==> config.mk <==
export PLATFORM = sky130hd
export DESIGN_NAME = pe_router
export DESIGN_NICKNAME = d
export VERILOG_FILES = /design/src/rtl/pe_array_pkg.sv /design/src/rtl/router_id_match.sv /design/src/rtl/pe_router.sv
export SDC_FILE = /design/constraint.sdc
export NUM_CORES = 1
export LEC_CHECK = 0
export ABC_CLOCK_PERIOD_IN_PS = 3500
export CAP_MARGIN = 20
export CORE_UTILIZATION = 45
export DETAILED_ROUTE_END_ITERATION = 10
export GPL_TIMING_DRIVEN = 0
export PLACE_DENSITY = 0.92
export SYNTH_ARGS = -nofsm -noshare
export SYNTH_HDL_FRONTEND = slang
export SYNTH_SLANG_ARGS = --single-unit
export TNS_END_PERCENT = 5
==> constraint.sdc <==
create_clock -name clk -period 3.5 [get_ports clk]
set_input_delay 0.7 -clock clk [delete_from_list [all_inputs] [get_ports clk]]
set_output_delay 0.7 -clock clk [all_outputs]
set_load 0.1 [all_outputs]
==> src/rtl/pe_array_pkg.sv <==
// Shared constants and word types for the PE array routing fabric.
// BCAST_ID is the broadcast tag honoured when ROUTER_BCAST_EN is defined.
package pe_array_pkg;

    localparam int DEF_DATA_WIDTH = 16;
    localparam int DEF_ID_WIDTH   = 8;

    typedef logic [DEF_ID_WIDTH-1:0]   id_t;
    typedef logic [DEF_DATA_WIDTH-1:0] data_t;

    localparam id_t BCAST_ID = {DEF_ID_WIDTH{1'b1}};

endpackage

==> src/rtl/router_id_match.sv <==
// Combinational destination match: masked bitwise compare of dest_id against local_id.
// With ROUTER_BCAST_EN defined, an all-ones dest_id hits every configured router.
module router_id_match
    import pe_array_pkg::*;
#(
    parameter int ID_WIDTH = DEF_ID_WIDTH
) (
    input  logic [ID_WIDTH-1:0] dest_id,
    input  logic [ID_WIDTH-1:0] local_id,
    input  logic [ID_WIDTH-1:0] id_mask,
    input  logic                configured,
    output logic                hit
);

    logic [ID_WIDTH-1:0] bit_ok;
    logic                masked_hit;

    // A bit agrees when it is equal or marked don't-care in the mask.
    generate
        for (genvar gi = 0; gi < ID_WIDTH; gi++) begin : g_bit
            assign bit_ok[gi] = ~(dest_id[gi] ^ local_id[gi]) | id_mask[gi];
        end
    endgenerate

    assign masked_hit = &bit_ok;

`ifdef ROUTER_BCAST_EN
    logic bcast_hit;
    assign bcast_hit = (dest_id == {ID_WIDTH{1'b1}});
    assign hit       = configured & (masked_hit | bcast_hit);
`else
    assign hit       = configured & masked_hit;
`endif

endmodule

==> src/rtl/pe_router.sv <==
// Per-PE ingress router: latches ID/mask in config phase, forwards matching bus words in run phase.
// Optional macro ROUTER_BCAST_EN enables the all-ones broadcast destination tag.
module pe_router
    import pe_array_pkg::*;
#(
    parameter int DATA_WIDTH = DEF_DATA_WIDTH,
    parameter int ID_WIDTH   = DEF_ID_WIDTH
) (
    input  logic                  clk,
    input  logic                  rst_n,
    input  logic                  config_state,
    input  logic                  ce,
    input  logic [ID_WIDTH-1:0]   source_id,
    input  logic [ID_WIDTH-1:0]   dest_id,
    input  logic [DATA_WIDTH-1:0] bus_data_in,
    input  logic                  bus_data_valid,
    output logic [DATA_WIDTH-1:0] pe_data_in,
    output logic                  pe_data_in_en
);

    logic [ID_WIDTH-1:0]   local_id_reg;
    logic [ID_WIDTH-1:0]   id_mask_reg;
    logic                  configured_reg;
    logic [DATA_WIDTH-1:0] pe_data_reg;
    logic                  pe_en_reg;
    logic                  hit;

    router_id_match #(
        .ID_WIDTH (ID_WIDTH)
    ) u_match (
        .dest_id    (dest_id),
        .local_id   (local_id_reg),
        .id_mask    (id_mask_reg),
        .configured (configured_reg),
        .hit        (hit)
    );

    // rst_n is asserted high despite its name.
    always_ff @(posedge clk or posedge rst_n) begin
        if (rst_n) begin
            local_id_reg   <= '0;
            id_mask_reg    <= '0;
            configured_reg <= 1'b0;
            pe_data_reg    <= '0;
            pe_en_reg      <= 1'b0;
        end else if (ce) begin
            if (config_state) begin
                // dest_id doubles as the mask value during configuration.
                local_id_reg   <= source_id;
                id_mask_reg    <= dest_id;
                configured_reg <= 1'b1;
                pe_en_reg      <= 1'b0;
            end else if (bus_data_valid && hit) begin
                pe_data_reg <= bus_data_in;
                pe_en_reg   <= 1'b1;
            end else begin
                pe_en_reg <= 1'b0;
            end
        end else begin
            pe_en_reg <= 1'b0;
        end
    end

    assign pe_data_in    = pe_data_reg;
    assign pe_data_in_en = pe_en_reg;

endmodule

* Yosys cells after proc, flatten, opt, wreduce, memory -nomap -nowiden
Index checks and enable logic that the tools add are counted.
Cells by class: $add $sub $neg 0, multiply operators 0, divide/modulo/power cells 0, magnitude comparators 0, equal/unequal tests 0, shift-type cells 0, mux-type cells 3, bitwise gates (word level) 26, reduce and logical (&&, ||, !) cells 4
Operators by type and width (count):
- NOT 1 bit | 9
- bitwise OR 1 bit | 8
- AND reduction 8 bit | 1
- bitwise XOR 1 bit | 8
- 2-to-1 mux 1 bit | 3
- AND reduction 3 bit | 1
- AND reduction 2 bit | 1
- AND 1 bit | 1
- logical AND 1 bit | 1
Word-level totals: register bits 34, latch bits 0, RAM bits 0, ROM bits 0, input bits 37, output and inout port bits 17, logic and storage cells 38, memories 0

* Longest topological paths before layout
Gate-level depths: netlist of the first run.
depth after elaboration 9, gate-level depth with buffers 6, mapped depth without buffers 5

* By module
Synthesis of the first run repeated with hierarchy kept, for this count alone.
Unflattened totals: cells, all modules 88, area total of the unflattened synthesis 1425.1 um2
By module, submodules not included:
- pe_router | times used 1, cells each 73, area an instance 1311.3 um2, sequential area each 850.8 um2
- router_id_match | times used 1, cells each 15, area an instance 113.9 um2, sequential area each 0.0 um2

* Least setup slack after synthesis of the first run
No wires, ideal clock.
path kind input to register, start in dest_id[0], end reg pe_data_reg[0], in the netlist pe_data_in[0], setup time 125 ps, arrival time 1925 ps, data required time 3375 ps, path slack 1450 ps, stages 6, buffers on the path 1, cells stage by stage xnor2_1 > o22ai_1 > nor4_2 > o211ai_4 > buf_6 > mux2_4
On the way: word-level cells in the longest chain between the ends 7
RTL lines:
- start: declaration | line pe_router.sv:14 | input logic [ID_WIDTH-1:0] dest_id,
- bitwise XOR 1 bit | line router_id_match.sv:21 | assign bit_ok[gi] = ~(dest_id[gi] ^ local_id[gi]) | id_mask[gi];
- NOT 1 bit | line router_id_match.sv:21
- bitwise OR 1 bit | line router_id_match.sv:21
- AND reduction 8 bit | line router_id_match.sv:25 | assign masked_hit = &bit_ok;
- AND 1 bit | line router_id_match.sv:32 | assign hit = configured & masked_hit;
- logical AND 1 bit | line pe_router.sv:53 | end else if (bus_data_valid && hit) begin
- AND reduction 3 bit (no source line)
- end signal: assignment | line pe_router.sv:54 | pe_data_reg <= bus_data_in;
- end: declaration | line pe_router.sv:24 | logic [DATA_WIDTH-1:0] pe_data_reg;
Every way passes these cells. A chain may end at the register's enable or synchronous reset.

* Worst setup path after layout of the first run
start reg pe_data_reg[13], in the netlist pe_data_in[13], end out pe_data_in[13]
RTL lines:
- end: declaration | line pe_router.sv:17 | output logic [DATA_WIDTH-1:0] pe_data_in,
No word-level cell between the ends.

==> flow_summary.ini, run 1 <==
[routing]
wirelength_um = 2810
wire_per_inst_um = 14.7
drcViolationCount = 0
ant_nets = 0
drt_iter0_markers = 13
via_per_inst = 4.90
dr.pass1.iters = 3
routed-via-count = 935

[sta]
worstMarginPinSlew_ns = 1.01
min_period_ns = 2.56
finalSetupViolCount = 0
fmax_ghz = 0.390
rsz0062_at_grt = false
tns_ns = 0
slew_headroom_pct = 32.7
whs_ns = 0.493
clock-skew-final_ns = 0.0101
hold_viol_final = 0
finalCritPeriodShare_pct = 73.3
slew_violations = 0

[min_path]
hold_path_end = configured_reg
min_path_type = reg2reg
whs_path_depth = 1
hp-start = configured_reg

[pwr]
ir_worst_vdd_uv = 741
seqPwrFrac_pct = 31.1
finalPower_uw = 1800
pwr-share-clk_pct = 15.5
p_sw_uw = 870
combPwrFrac_pct = 53.4
switching_share_pct = 48.3
p_int_uw = 929
cellPowerDensity_nw_per_um2 = 855
power.leakage_uw = 0.000926

[clock_network]
cts_hold_buf = 0
cts-buffers-inserted = 5
cts_resized = 0
cts_tree = built
path_clk_slew_ns = 0.11
h-tree-depth = 2
cts_buffer_depth = 2
clock_latency_ns = 0.34
clkSinkCount = 34
cts-root-buf = clkbuf_4
cts_setup_buffers = 0

[logic_synthesis]
synth-seq-cells = 34
mappedNetlistArea_um2 = 1420
synth_nets = 124
ys.warnings.count = 0
netlist_instances = 87
synthDistinctLibCells = 15
seq_area_frac_synth_pct = 60.1
postSynthAreaPerCell_um2 = 16.3

[die]
coreArea_um2 = 2880
die_w_um = 58.1
io_pins = 54
die_area_um2 = 3370
num_rows = 19
initial_utilization_pct = 49.2
die_y_um = 58.1

[worst_setup_path]
cp.required_ns = 2.80
rrSetupSlack_ns = 1.58
crit_buf_inv = 1
rr_endpoint = pe_data_in[1]
slowest_stage = clkdlybuf4s50_1
slowest_delay_ns = 1.14
crit_cells = 1
cp-end-kind = primary output
worstReg2RegStart = local_id_reg[7]
cp_max_fo = 2
crit_chain = clkdlybuf4s50_1
cp.arrival_ns = 1.86
r2r_cells = 6
crit_type = reg2out
cp-start-kind = register
crit_family = buffers and inverters

[placement]
placed_cell_area_um2 = 2030
globalplace.congestion = 0.702
dpl.hpwl_um = 2130
portBuffers = 53

[global_route]
first_global_vias = 1057
grt_overflow_total = 0
grt_pass1_wl_um = 4600
grt_max_degree = 24
track_usage_pct = 19.1
antenna_found_initial = 0

[finish]
drive_above_1_share_pct = 29.5
antenna_cells = 0
nets = 185
fillers = 192
largest_reg_flops = 16
final_area_um2 = 2100
area_growth_pct = 48.6

[job]
cap_violations = 0

[run_status]
status = completed
-- worst max path at each step --
stage              startpoint        endpoint  slack (ns)
2_1_floorplan      dest_id[0]   pe_data_in[0]        1.45
3_3_place_gp       dest_id[0]  pe_data_in[13]        0.85
3_5_place_dp       dest_id[3]  pe_data_in[13]        0.78
4_1_cts        pe_data_in[11]  pe_data_in[11]        0.90
5_1_grt         pe_data_in[0]   pe_data_in[0]        0.88
6_report       pe_data_in[13]  pe_data_in[13]        0.94
-- placed cells by master (no fill, tap or decap), types with 2 or more instances in the layout --
cell,netlist,final
o22ai_1,2,2
xnor2_1,8,8
clkdlybuf4s50_1,0,53
mux2_4,9,9
mux2_2,23,23
clkbuf_4,0,5
dfrtp_1,34,34
clkinv_2,0,2
inv_1,2,2
-- through the flow --
stage / instances / setup WS [ns] / utilization (%)
5_1_grt: 191 / 0.879 / 73.1
4_1_cts: 191 / 0.898 / 73.1
2_1_floorplan: 87 / 1.45 / -
6_report: 191 / 0.935 / 73.1
3_5_place_dp: 183 / 0.783 / 70.4
3_3_place_gp: 182 / 0.851 / 69.5
-- power groups by stage --
stage | logic [µW] | registers [µW] | clock network (µW)
floorplan | 161 | 1120 | 0
global placement | 948 | 558 | 0
detailed placement | 965 | 564 | 0
CTS | 967 | 561 | 289
global route | 984 | 572 | 303
finish | 960 | 559 | 279
-- metal layers --
metal  part of all wire, %  global-route usage [%]  vias to the layer above
li1                      -                       -                      427
met1                    38                    19.3                      461
met2                    53                    34.2                       39
met3                   7.3                    7.14                        8
met4                   2.5                    9.86                        0
met5                     0                       0                        -
-- cells in the mapped netlist --
| cell type | instances | area share, % |
|---|---|---|
| nor4_2 | 1 | 0.88 |
| dfrtp_1 | 34 | 60 |
| nor2_1 | 1 | 0.26 |
| mux2_4 | 9 | 9.5 |
| inv_1 | 2 | 0.53 |
| clkbuf_1 | 1 | 0.26 |
| buf_6 | 1 | 0.80 |
| nand2b_1 | 1 | 0.44 |
| nand4b_1 | 1 | 0.62 |
| o22a_1 | 1 | 0.62 |
| mux2_2 | 23 | 18 |
| xnor2_1 | 8 | 5.0 |
| o22ai_1 | 2 | 0.88 |
| o211ai_4 | 1 | 1.5 |
| nand2_1 | 1 | 0.26 |
-- kinds of logic (layout without fill, tap and decap cells) --
| group | count (synthesis) | after routing | share of synthesized area, % |
|---|---|---|---|
| AOI/OAI and AO/OA | 4 | 4 | 3.01 |
| xor gates and xnor gates | 8 | 8 | 4.95 |
| buffers and inverters | 4 | 66 | 1.59 |
| DFF | 34 | 34 | 60.1 |
| muxes | 32 | 32 | 27.9 |
| and+or+nand+nor | 5 | 5 | 2.48 |
-- area by class of cell --
class	count	area (µm²)	area share, %
clock buffer	5	37.5	1.78
multi-input combinational	49	542	25.8
tap	42	52.6	2.50
buffer	2	15.0	0.714
inverter	2	7.51	0.357
timing repair buffer	54	558	26.5
sequential	34	851	40.5
clock inverter	3	40.0	1.90
(Power assumes the default switching activity.)
==> run 2, diff against run 1 <==
--- a/config.mk
+++ b/config.mk
@@ -5,12 +5,12 @@
 export SDC_FILE = /design/constraint.sdc
 export NUM_CORES = 1
 export LEC_CHECK = 0
-export ABC_CLOCK_PERIOD_IN_PS = 3500
+export ABC_CLOCK_PERIOD_IN_PS = 2630
 export CAP_MARGIN = 20
-export CORE_UTILIZATION = 45
+export CORE_UTILIZATION = 43
 export DETAILED_ROUTE_END_ITERATION = 10
 export GPL_TIMING_DRIVEN = 0
-export PLACE_DENSITY = 0.92
+export PLACE_DENSITY = 0.89
 export SYNTH_ARGS = -nofsm -noshare
 export SYNTH_HDL_FRONTEND = slang
 export SYNTH_SLANG_ARGS = --single-unit
==> constraint.sdc (replaced) <==
create_clock -name clk -period 2.63 [get_ports clk]
set_input_delay 0.526 -clock clk [delete_from_list [all_inputs] [get_ports clk]]
set_output_delay 0.526 -clock clk [all_outputs]
set_load 0.1 [all_outputs]
==> flow_summary.ini, run 2 (synthesized netlist as in run 1, its figures left out) <==
[routing]
routed-via-count = 888
drt_iter0_markers = 19
ant_nets = 0
wire_per_inst_um = 13.5
wirelength_um = 2590
drcViolationCount = 0
via_per_inst = 4.63
dr.pass1.iters = 4

[placement]
dpl.hpwl_um = 1970
globalplace.congestion = 0.653
portBuffers = 53
place_ws_ns = 0.129

[sta]
tns_ns = 0
finalSetupViolCount = 0
worst_slack_ns = 0.270
clock-skew-final_ns = 0.00294
hold_viol_final = 0
slew_violations = 0
fmax_ghz = 0.424
rsz0062_at_grt = false
finalCritPeriodShare_pct = 89.7
min_period_ns = 2.36
worstMarginPinSlew_ns = 0.978
slew_headroom_pct = 34.6

[min_path]
whs_path_depth = 1
min_path_type = reg2reg

[finish]
final_common_cell = clkdlybuf4s50_1
largest_reg_flops = 16
finalCoreUtilization_pct = 67.4
mostFrequentLayoutCells = 53 x clkdlybuf4s50_1, 34 x dfrtp_1, 23 x mux2_2, 9 x mux2_4, 8 x xnor2_1
nets = 185
drive_above_1_share_pct = 27.7
seqCellArea_um2 = 851
multiInputGateArea_um2 = 542
area_growth_pct = 46.5
antenna_cells = 0
fillers = 243

[clock_network]
cts_setup_buffers = 0
clock_latency_ns = 0.31
path_clk_slew_ns = 0.09
cts_resized = 0
h-tree-depth = 2
cts_hold_buf = 0
cts_buffer_depth = 2
cts-buffers-inserted = 5
cts-root-buf = clkbuf_4
clkSinkCount = 34
cts_tree = built

[pwr]
pwr-share-clk_pct = 11.1
p_int_uw = 1140
combPwrFrac_pct = 56.2
ir_worst_vdd_uv = 1150
cellPowerDensity_nw_per_um2 = 1090
power.leakage_uw = 0.000907
switching_share_pct = 49.7
p_sw_uw = 1130
seqPwrFrac_pct = 32.7

[worst_setup_path]
r2r_cells = 6
cp-end-kind = primary output
crit_type = reg2out
cp-start-kind = register
cp.arrival_ns = 1.83
crit_buf_inv = 1
crit_chain = clkdlybuf4s50_1
slowest_delay_ns = 1.14
crit_family = buffers and inverters
slowest_stage = clkdlybuf4s50_1
cp_max_fo = 2
cp.required_ns = 2.10
crit_cells = 1

[die]
initial_utilization_pct = 46.0
die_y_um = 59.4
die_w_um = 59.4
coreArea_um2 = 3080
die_area_um2 = 3520
io_pins = 54
num_rows = 20

[run_status]
status = completed

[global_route]
grt_overflow_total = 0
track_usage_pct = 17.1
antenna_found_initial = 0
grt_max_degree = 24
grt_pass1_wl_um = 4350
first_global_vias = 1051

[job]
cap_violations = 0
## run 2: changes by cell type in the layout (fill, tap and decap cells not counted)
cell       change
clkinv_2       -2
bufinv_16      -1
clkbuf_1       +2
## run 2: final cells by class
| class | instances | area share, % |
|---|---|---|
| Buffer | 2 | 0.724 |
| Clock buffer | 7 | 2.17 |
| Timing Repair Buffer | 54 | 26.9 |
| Inverter | 2 | 0.362 |
| Multi-Input combinational cell | 49 | 26.1 |
| Tap cell | 44 | 2.66 |
| Sequential cell | 34 | 41.0 |
## run 2: worst paths after layout
check                                startpoint         endpoint  slack, ns
worst max-delay path             pe_data_in[13]   pe_data_in[13]       0.27
worst min-delay path             configured_reg   configured_reg       0.49
worst max register to register  local_id_reg[7]    pe_data_in[0]       0.78
worst min register to register   configured_reg   configured_reg       0.49
max in group asynchronous                 rst_n  local_id_reg[4]       1.59
min in group asynchronous                 rst_n  local_id_reg[0]       0.55
## run 2: stage by stage
step	hold WS, ns	instance area [µm²]	std cells	total power (µW)
6_report	0.490	2070	192	2270
2_1_floorplan	0.435	1420	87	1710
5_1_grt	0.524	2070	192	2360
3_5_place_dp	0.468	2030	185	2030
4_1_cts	0.495	2070	192	2290
3_3_place_gp	0.471	2000	184	2010
## run 2: power groups by stage
stage                     sequential, µW  clock [µW]  combinational [µW]
after floorplan                     1500           0                 214
after global placement               743           0                1260
after detailed placement             749           0                1280
after CTS                            744         265                1280
after global routing                 761         290                1310
final                                742         252                1280
## run 2: metal layers
metal | up-vias | global-route usage [%] | wire, µm
li1 | 426 | - | -
met4 | 0 | 7.14 | 27
met2 | 38 | 31.5 | 1280
met5 | - | 0 | 0
met3 | 5 | 4.37 | 169
met1 | 419 | 18.5 | 1110
==> run 3, diff against run 2 <==
--- a/config.mk
+++ b/config.mk
@@ -11,6 +11,7 @@
 export DETAILED_ROUTE_END_ITERATION = 10
 export GPL_TIMING_DRIVEN = 0
 export PLACE_DENSITY = 0.89
+export REMOVE_ABC_BUFFERS = 1
 export SYNTH_ARGS = -nofsm -noshare
 export SYNTH_HDL_FRONTEND = slang
 export SYNTH_SLANG_ARGS = --single-unit
==> flow_summary.ini, run 3 (synthesized netlist as in run 1, its figures left out) <==
[clock_network]
clkSinkCount = 34
cts_setup_buffers = 0
cts-buffers-inserted = 5
cts_tree = built
cts_resized = 0
h-tree-depth = 2
cts-root-buf = clkbuf_4
clock_latency_ns = 0.31
cts_buffer_depth = 2
path_clk_slew_ns = 0.10
cts_hold_buf = 0

[pwr]
finalPower_uw = 2300
combPwrFrac_pct = 55.4
ir_worst_vdd_uv = 743
p_sw_uw = 1130
power.leakage_uw = 0.000909
p_int_uw = 1170
seqPwrFrac_pct = 32.1
pwr-share-clk_pct = 12.5
switching_share_pct = 49.3
cellPowerDensity_nw_per_um2 = 1110

[placement]
place_ws_ns = 0.129
portBuffers = 53
placed_cell_area_um2 = 2010
globalplace.congestion = 0.736

[routing]
dr.pass1.iters = 2
wirelength_um = 2620
wire_per_inst_um = 13.7
routed-via-count = 904
drcViolationCount = 0
via_per_inst = 4.73
drt_iter0_markers = 16
ant_nets = 0

[sta]
tns_ns = 0
worstMarginPinSlew_ns = 0.982
slew_violations = 0
fmax_ghz = 0.425
min_period_ns = 2.35
hold_viol_final = 0
clock-skew-final_ns = 0.0103
finalSetupViolCount = 0
finalCritPeriodShare_pct = 89.4
rsz0062_at_grt = false
worst_slack_ns = 0.278
slew_headroom_pct = 34.3

[die]
io_pins = 54
initial_utilization_pct = 46.0
die_w_um = 59.4
die_y_um = 59.4
coreArea_um2 = 3080
num_rows = 20
die_area_um2 = 3520

[global_route]
grt_max_degree = 20
grt_pass1_wl_um = 4210
first_global_vias = 945
antenna_found_initial = 0
track_usage_pct = 16.5
grt_overflow_total = 0

[worst_setup_path]
cp.required_ns = 2.10
cp-end-kind = primary output
crit_buf_inv = 1
cp_max_fo = 2
cp.arrival_ns = 1.83
crit_family = buffers and inverters
crit_type = reg2out
crit_chain = clkdlybuf4s50_1
cp-start-kind = register
rrSetupSlack_ns = 0.78
slowest_delay_ns = 1.14
slowest_stage = clkdlybuf4s50_1

[finish]
area_growth_pct = 46.5
drive_above_1_share_pct = 28.6
final_area_um2 = 2070
mostFrequentLayoutCells = 53 x clkdlybuf4s50_1, 34 x dfrtp_1, 23 x mux2_2, 9 x mux2_4, 8 x xnor2_1
antenna_cells = 0
nets = 183
largest_reg_flops = 16
final_common_cell = clkdlybuf4s50_1

[run_status]
status = completed

[min_path]
min_path_type = reg2reg

[job]
cap_violations = 0
## run 3: cell count changes in the layout (fill, tap and decap cells not counted)
| cell | previous run | this run |
|---|---|---|
| clkbuf_8 | 0 | 1 |
| buf_6 | 1 | 0 |
| clkbuf_1 | 3 | 1 |
| clkinv_2 | 0 | 1 |
## run 3: power by group through the flow
stage | Combinational (µW) | Sequential [µW] | Clock [µW]
4_1_cts | 1280 | 741 | 300
6_report | 1280 | 739 | 288
5_1_grt | 1310 | 758 | 322
2_1_floorplan | 213 | 1500 | 0
3_5_place_dp | 1280 | 749 | 0
3_3_place_gp | 1260 | 738 | 0
## run 3: stage by stage
stage | hold WS (ns) | cells | utilization [%]
after floorplan | 0.435 | 85 | -
after global placement | 0.451 | 182 | 64.5
after detailed placement | 0.474 | 183 | 65.4
after CTS | 0.498 | 191 | 67.4
after global routing | 0.507 | 191 | 67.4
final | 0.492 | 191 | 67.4
## run 3: worst paths after layout
path,start,to,cells after the start
min,configured_reg,configured_reg,1
max in group asynchronous,rst_n,local_id_reg[5],3
max,pe_data_in[3],pe_data_in[3],1
max reg2reg,local_id_reg[7],pe_data_in[2],5
min reg2reg,configured_reg,configured_reg,1
min in group asynchronous,rst_n,id_mask_reg[1],2
## run 3: cell type report
type                            instances  area (µm²)
Clock buffer                            7        55.1
Tap cell                               44        55.1
Multi-Input combinational cell         49         542
Fill cell                             231        1000
Timing Repair Buffer                   54         558
Clock inverter                          1        5.00
Sequential cell                        34         851
Inverter                                2        7.51
## run 3: metal layers
metal | vias up | global-route usage (%) | routed length (µm)
met5 | - | 0 | 0
met4 | 0 | 8.16 | 24
met3 | 2 | 4.37 | 149
met2 | 31 | 27.6 | 1300
met1 | 444 | 19.7 | 1140
li1 | 427 | - | -
## run 3: worst register-to-register path: cells and delay by family (launching register included)
family | cells | cell delay (ns)
flops | 1 | 0.40
simple gates | 1 | 0.36
mux | 1 | 0.39
compound gates | 2 | 0.44
xor+xnor | 1 | 0.15
==> RTL edit 1: new RTL, settings of run 1 <==
Make the reset (`rst_n`) synchronous in one clocked block.
--- a/src/rtl/pe_router.sv
+++ b/src/rtl/pe_router.sv
@@ -37,5 +37,5 @@
 
     // rst_n is asserted high despite its name.
-    always_ff @(posedge clk or posedge rst_n) begin
+    always_ff @(posedge clk) begin
         if (rst_n) begin
             local_id_reg   <= '0;
Function: differs if rst_n is asserted again (counterexample within 4 cycles, from zero or initial values and one cycle with rst_n high); with rst_n held inactive, the same outputs for 10 cycles.
==> RTL edit 1 against run 1 <==
- synthesized area is 2.5% higher
- wire length is 11% higher
- via count is 36% higher
- sequential cell count stayed put
- worst setup slack worse by 64 ps
- cell area is 1.1% lower
- highest routed layer unchanged
Power is not compared: it rests on default switching activity, and its combinational part moved more than twofold at a synthesized area within 25%.
==> RTL edit 1: results (changes against run 1) <==
Run status
  • Outcome: completed

CTS
  • CTS clk-pin slew, worst paths: 90 ps (-20 ps)
  • H-tree depth: 2 (unchanged)
  • Post-CTS Setup Inserts: 0 (unchanged)
  • Post_cts resized: 0 (unchanged)
  • Total CTS buffers: 5 (unchanged)
  • Clock Latency Late Sink: about 330 ps
  • Longest Clk Path Bufs: 2 (unchanged)

Worst hold path
  • Hold path cells: 2 (+1)
  • Beginning of the worst hold path: id_mask_reg[2]$_SDFFE_PP0P_
  • Worst Hold Path EP: id_mask_reg[2]$_SDFFE_PP0P_
  • Worst hold path type: register to register

GRT
  • Largest net degree at the start of global routing: 11 (-54%)
  • First-pass GRT wire length: 4988 um (+8.4%)
  • Antenna violations before repair: 0 (unchanged)
  • Tot GR Track Use: 19.88% (+0.76 points)
  • Vias in the first global route: 1145 (+8.3%)

Layout
  • Share of layout cells above drive strength 1: 4.091% (-25 points)
  • Flip-flop count of the largest register after layout: 16 (unchanged)
  • # diodes: 0 (unchanged)
  • Fillers: 261 (+36%)

Timing
  • Worst Skew: 4.265 ps (-5.815 ps)
  • Slew HR: 34.13% (+1.4 points)
  • # setup viols final: 0 (unchanged)

Synth
  • Syn Area/Cell: 9.063 um^2 (-44%)
  • Top_reg_cell synth: dfxtp_1
  • Compound-Gate Fraction of Synth Area: 6.816% (+3.8 points)
  • Synth Warn #: 0 (unchanged)
  • Post-synthesis mux area share: 11.04% (-17 points)
  • Sequential share of the synthesized area: 46.94% (-13 points)
  • Synth top area cells: dfxtp_1 47%, nand2b_1 14%, mux2i_1 11%, nand2_1 8.5%, a21oi_1 5.5%
  • Post-Synth XOR/XNOR Area: 4.832% (-0.12 points)
  • Top post-synthesis cells by count: 34 x dfxtp_1, 33 x nand2_1, 32 x nand2b_1
  • Number of library cell types mapped by synthesis: 16 (+1)
  • Syn Nets: 197 (+59%)
  • Async SR Flop Fraction: 0% (-100 points)

Drt
  • Total number of vias: 1271 (+36%)
  • Via/cell ratio: 4.814 (-1.7%)
  • Drt initial violations: 43 (+30)
  • Drt wl/cell: 11.82 um (-20%)
  • DRT Pass-1 Iters: 6 (+3)

Placed design
  • I/O Buffers: 53 (unchanged)
  • Global placer's final weighted congestion: 0.7535 (+7.4%)
  • Placed Cells: 257 (+40%)
  • Detailed Place HPWL: 2323 um (+9.1%)

Power and ir drop
  • Leak pwr: roughly 0.70 nW
  • VDD IR max: ~0.19 mV

Worst setup path
  • Reg2reg path depth: 6 (unchanged)
  • Max stage delay cell, worst path: or4_4
  • Worst r2r src: local_id_reg[1]$_SDFFE_PP0P_
  • R2R Setup Slk: 1390 ps (-190 ps)
  • Crit-path leading delay family: simple AND/OR/NAND/NOR gates
  • CP Max Fanout: 10 (+8)
  • Worst path max stage delay: 560 ps (-580 ps)
  • RR Endpoint: pe_data_in[15]$_SDFFE_PP0P_
  • WP data arrival: 2890 ps (+1030 ps)
  • CP startpoint: dest_id[0]
## RTL edit 1: worst min-delay path, delay by kind of cell (launching register included)
family,cells,cell delay [ps]
DFF,1,320
and+or+nand+nor,1,60
AOI/OAI and AO/OA,1,50
## RTL edit 1: through the flow
| stage | hold WS (ps) | utilization [%] | worst slack, ps | cell area, um^2 |
|---|---|---|---|---|
| 2_1_floorplan | 436.4 | - | 1197 | 1450 |
| 3_3_place_gp | 443.9 | 66.68 | 527.6 | 2036 |
| 3_5_place_dp | 457.0 | 66.68 | 529.8 | 2036 |
| 5_1_grt | 491.2 | 68.16 | 776.9 | 2081 |
| 6_report | 469.9 | 68.16 | 870.9 | 2081 |
| 4_1_cts | 472.2 | 68.16 | 873.7 | 2081 |
## RTL edit 1: layout make-up
type                            instances  area [um^2]  area share, %
Clock buffer                            7        45.04          2.165
Sequential cell                        34        680.7          32.71
Buffer                                  9        50.05          2.405
Multi-Input combinational cell        117        719.4          34.58
Timing Repair Buffer                   53        530.5          25.50
Tap cell                               44        55.05          2.646
## RTL edit 1: kinds of logic (layout without fill, tap and decap cells)
family                    Yosys count  after routing
AOI/OAI and AO/OA                  19             19
xor gates and xnor gates            8              8
buffers and inverters               9             69
DFF                                34             34
muxes                              16             16
and+or+nand+nor                    74             74
## RTL edit 1: where the power goes
group / internal, W / total [W] / switching (W)
registers: 0.000396 / 0.000401 / 0.00000518
clock network: 0.0000756 / 0.000195 / 0.000120
logic: 0.0000586 / 0.0000962 / 0.0000376
## RTL edit 1: per-layer routing
layer	wire (um)	track usage, %	part of all wire (%)
met4	106	12.59	3.4
met3	114	5.495	3.7
met1	1330	21.37	43
met5	0	0	0
met2	1568	34.25	50
## RTL edit 1: worst max-delay path by stage
stage	end	cells past startpoint
6_report	pe_data_in[15]$_SDFFE_PP0P_	7
5_1_grt	pe_data_in[12]$_SDFFE_PP0P_	7
4_1_cts	pe_data_in[15]$_SDFFE_PP0P_	7
3_5_place_dp	pe_data_in[12]$_SDFFE_PP0P_	7
3_3_place_gp	pe_data_in[13]$_SDFFE_PP0P_	7
2_1_floorplan	pe_data_in[10]$_SDFFE_PP0P_	6
==> RTL edit 2: new RTL, flow settings as in run 1 <==
Made on the original files. `DEF_ID_WIDTH`: 8 -> 12.
--- a/src/rtl/pe_array_pkg.sv
+++ b/src/rtl/pe_array_pkg.sv
@@ -4,5 +4,5 @@
 
     localparam int DEF_DATA_WIDTH = 16;
-    localparam int DEF_ID_WIDTH   = 8;
+    localparam int DEF_ID_WIDTH   = 12;
 
     typedef logic [DEF_ID_WIDTH-1:0]   id_t;
Ports: changed (resized dest_id and source_id); port bits go from 54 to 62. No check against the original RTL was run, so the function may have changed too.
==> RTL edit 2 against run 1 <==
- power fell by 13%
- cell area rose by 23%
- worst setup slack improved by 50 ps
- die area rose by 27%
- wire length rose by 28%
- synthesized cell count rose by 39%
- via count rose by 26%
- clock power rose by 33%
- register-to-register slack improved by 120 ps
- synthesized area rose by 28%
- cell count rose by 25%
- critical path depth did not move
- sequential cell count rose by 8
- critical path type unchanged
- largest cell class unchanged
- highest routed layer unchanged
==> RTL edit 2: results (changes against run 1) <==
Run status
  • Outcome: completed

CTS
  • Post-CTS Setup Inserts: 0 (unchanged)
  • Total CTS buffers: 5 (unchanged)
  • Clock Tree Root: clkbuf_8
  • Longest Clk Path Bufs: 2 (unchanged)
  • Clock Latency Late Sink: 300 ps (-40 ps)
  • H-tree depth: 2 (unchanged)
  • Post_cts resized: 0 (unchanged)
  • CTS clk-pin slew, worst paths: 80 ps (-30 ps)

Layout
  • Share of layout cells above drive strength 1: 28.42% (-1.1 points)
  • Fillers: 271 (+41%)
  • Area of the multi-input gates: 735.7 um^2 (+36%)
  • Nets: 234 (+26%)
  • # diodes: 0 (unchanged)

GRT
  • First-pass GRT wire length: 6203 um (+35%)
  • Vias in the first global route: 1399 (+32%)
  • Tot GR Track Use: 19.89% (+0.77 points)
  • Antenna violations before repair: 0 (unchanged)
  • Largest net degree at the start of global routing: 43 (+79%)

Synth
  • Syn Nets: 166 (+34%)
  • Top-count cell post-synth: dfrtp_1
  • Synth top area cells: dfrtp_1 58%, mux2_2 19%, mux2_4 8.3%, xnor2_1 5.8%, nor2_1 2.1%
  • Post-synthesis mux area share: 26.97% (-0.88 points)
  • Compound-Gate Fraction of Synth Area: 0.6916% (-2.3 points)
  • Syn Area/Cell: 14.95 um^2 (-8.1%)
  • Top post-synthesis cells by count: 42 x dfrtp_1, 30 x mux2_2, 12 x xnor2_1
  • Number of library cell types mapped by synthesis: 16 (+1)
  • Synth Warn #: 0 (unchanged)
  • Post-Synth XOR/XNOR Area: 5.809% (+0.86 points)
  • Top_reg_cell synth: dfrtp_1
  • Sequential share of the synthesized area: 58.09% (-2.0 points)

Worst setup path
  • Crit-path leading delay family: buffers and inverters
  • CP Max Fanout: 2 (unchanged)
  • Worst path max stage delay: 1140 ps (about the same)
  • WP data arrival: 1810 ps (-50 ps)

Placed design
  • Worst slack, placed: 894.6 ps (+111.8 ps)
  • Global placer's final weighted congestion: 0.7283 (+3.8%)
  • Detailed Place HPWL: 2685 um (+26%)
  • Placed instance area: 2480 um^2 (+22%)
  • I/O Buffers: 61 (+15%)

Drt
  • Drt wl/cell: 15.12 um (+2.8%)
  • Via/cell ratio: 4.962 (+1.4%)
  • DRT Pass-1 Iters: 4 (+1)
  • Total number of vias: 1181 (+26%)
  • Drt initial violations: 37 (+24)

Timing
  • Worst Skew: 8.682 ps (-1.398 ps)
  • Slew HR: 33.98% (+1.2 points)

Power and ir drop
  • Leak pwr: 1.129 nW (+22%)
  • VDD IR max: 0.4353 mV (-41%)
-- RTL edit 2: cell count changes in the layout (fill, tap and decap cells not counted), sizes merged, moves of 3 or more --
cell,run 1,this run
nor2,1,10
dfrtp,34,42
xnor2,8,12
nor3,0,3
mux2,32,40
clkdlybuf4s50,53,61
-- RTL edit 2: worst paths after layout --
| kind | startpoint | endpoint | slack (ps) | depth (start not counted) |
|---|---|---|---|---|
| max | pe_data_in[11]$_DFFE_PP0P_ | pe_data_in[11] | 990 | 1 |
| min | configured_reg$_DFFE_PP0P_ | configured_reg$_DFFE_PP0P_ | 480 | 1 |
| max reg2reg | local_id_reg[10]$_DFFE_PP0P_ | pe_data_in[14]$_DFFE_PP0P_ | 1700 | 6 |
| min reg2reg | configured_reg$_DFFE_PP0P_ | configured_reg$_DFFE_PP0P_ | 480 | 1 |
| max in group asynchronous | rst_n | id_mask_reg[1]$_DFFE_PP0P_ | 2080 | 2 |
| min in group asynchronous | rst_n | id_mask_reg[5]$_DFFE_PP0P_ | 900 | 2 |
-- RTL edit 2: cell type report --
cell class / count / share of cell area, %
Sequential cell: 42 / 40.60
Multi-Input combinational cell: 75 / 28.42
Timing Repair Buffer: 61 / 23.59
Clock buffer: 5 / 2.658
Tap cell: 48 / 2.320
Clock inverter: 3 / 1.547
Buffer: 3 / 0.7250
Inverter: 1 / 0.1450
-- RTL edit 2: metal layers --
metal,share of wire (%),global-route usage (%)
met3,6.2,5.208
met4,1.8,9.239
met2,52,35.18
met1,39,22.10
met5,0,0
-- RTL edit 2: report_power, final --
group          total [W]  internal (W)  leakage (nW)  switching [W]
logic           0.000580      0.000209         0.547       0.000371
clock network   0.000370      0.000210        0.0579       0.000160
registers       0.000609      0.000563         0.524      0.0000463
total            0.00156      0.000981          1.13       0.000578
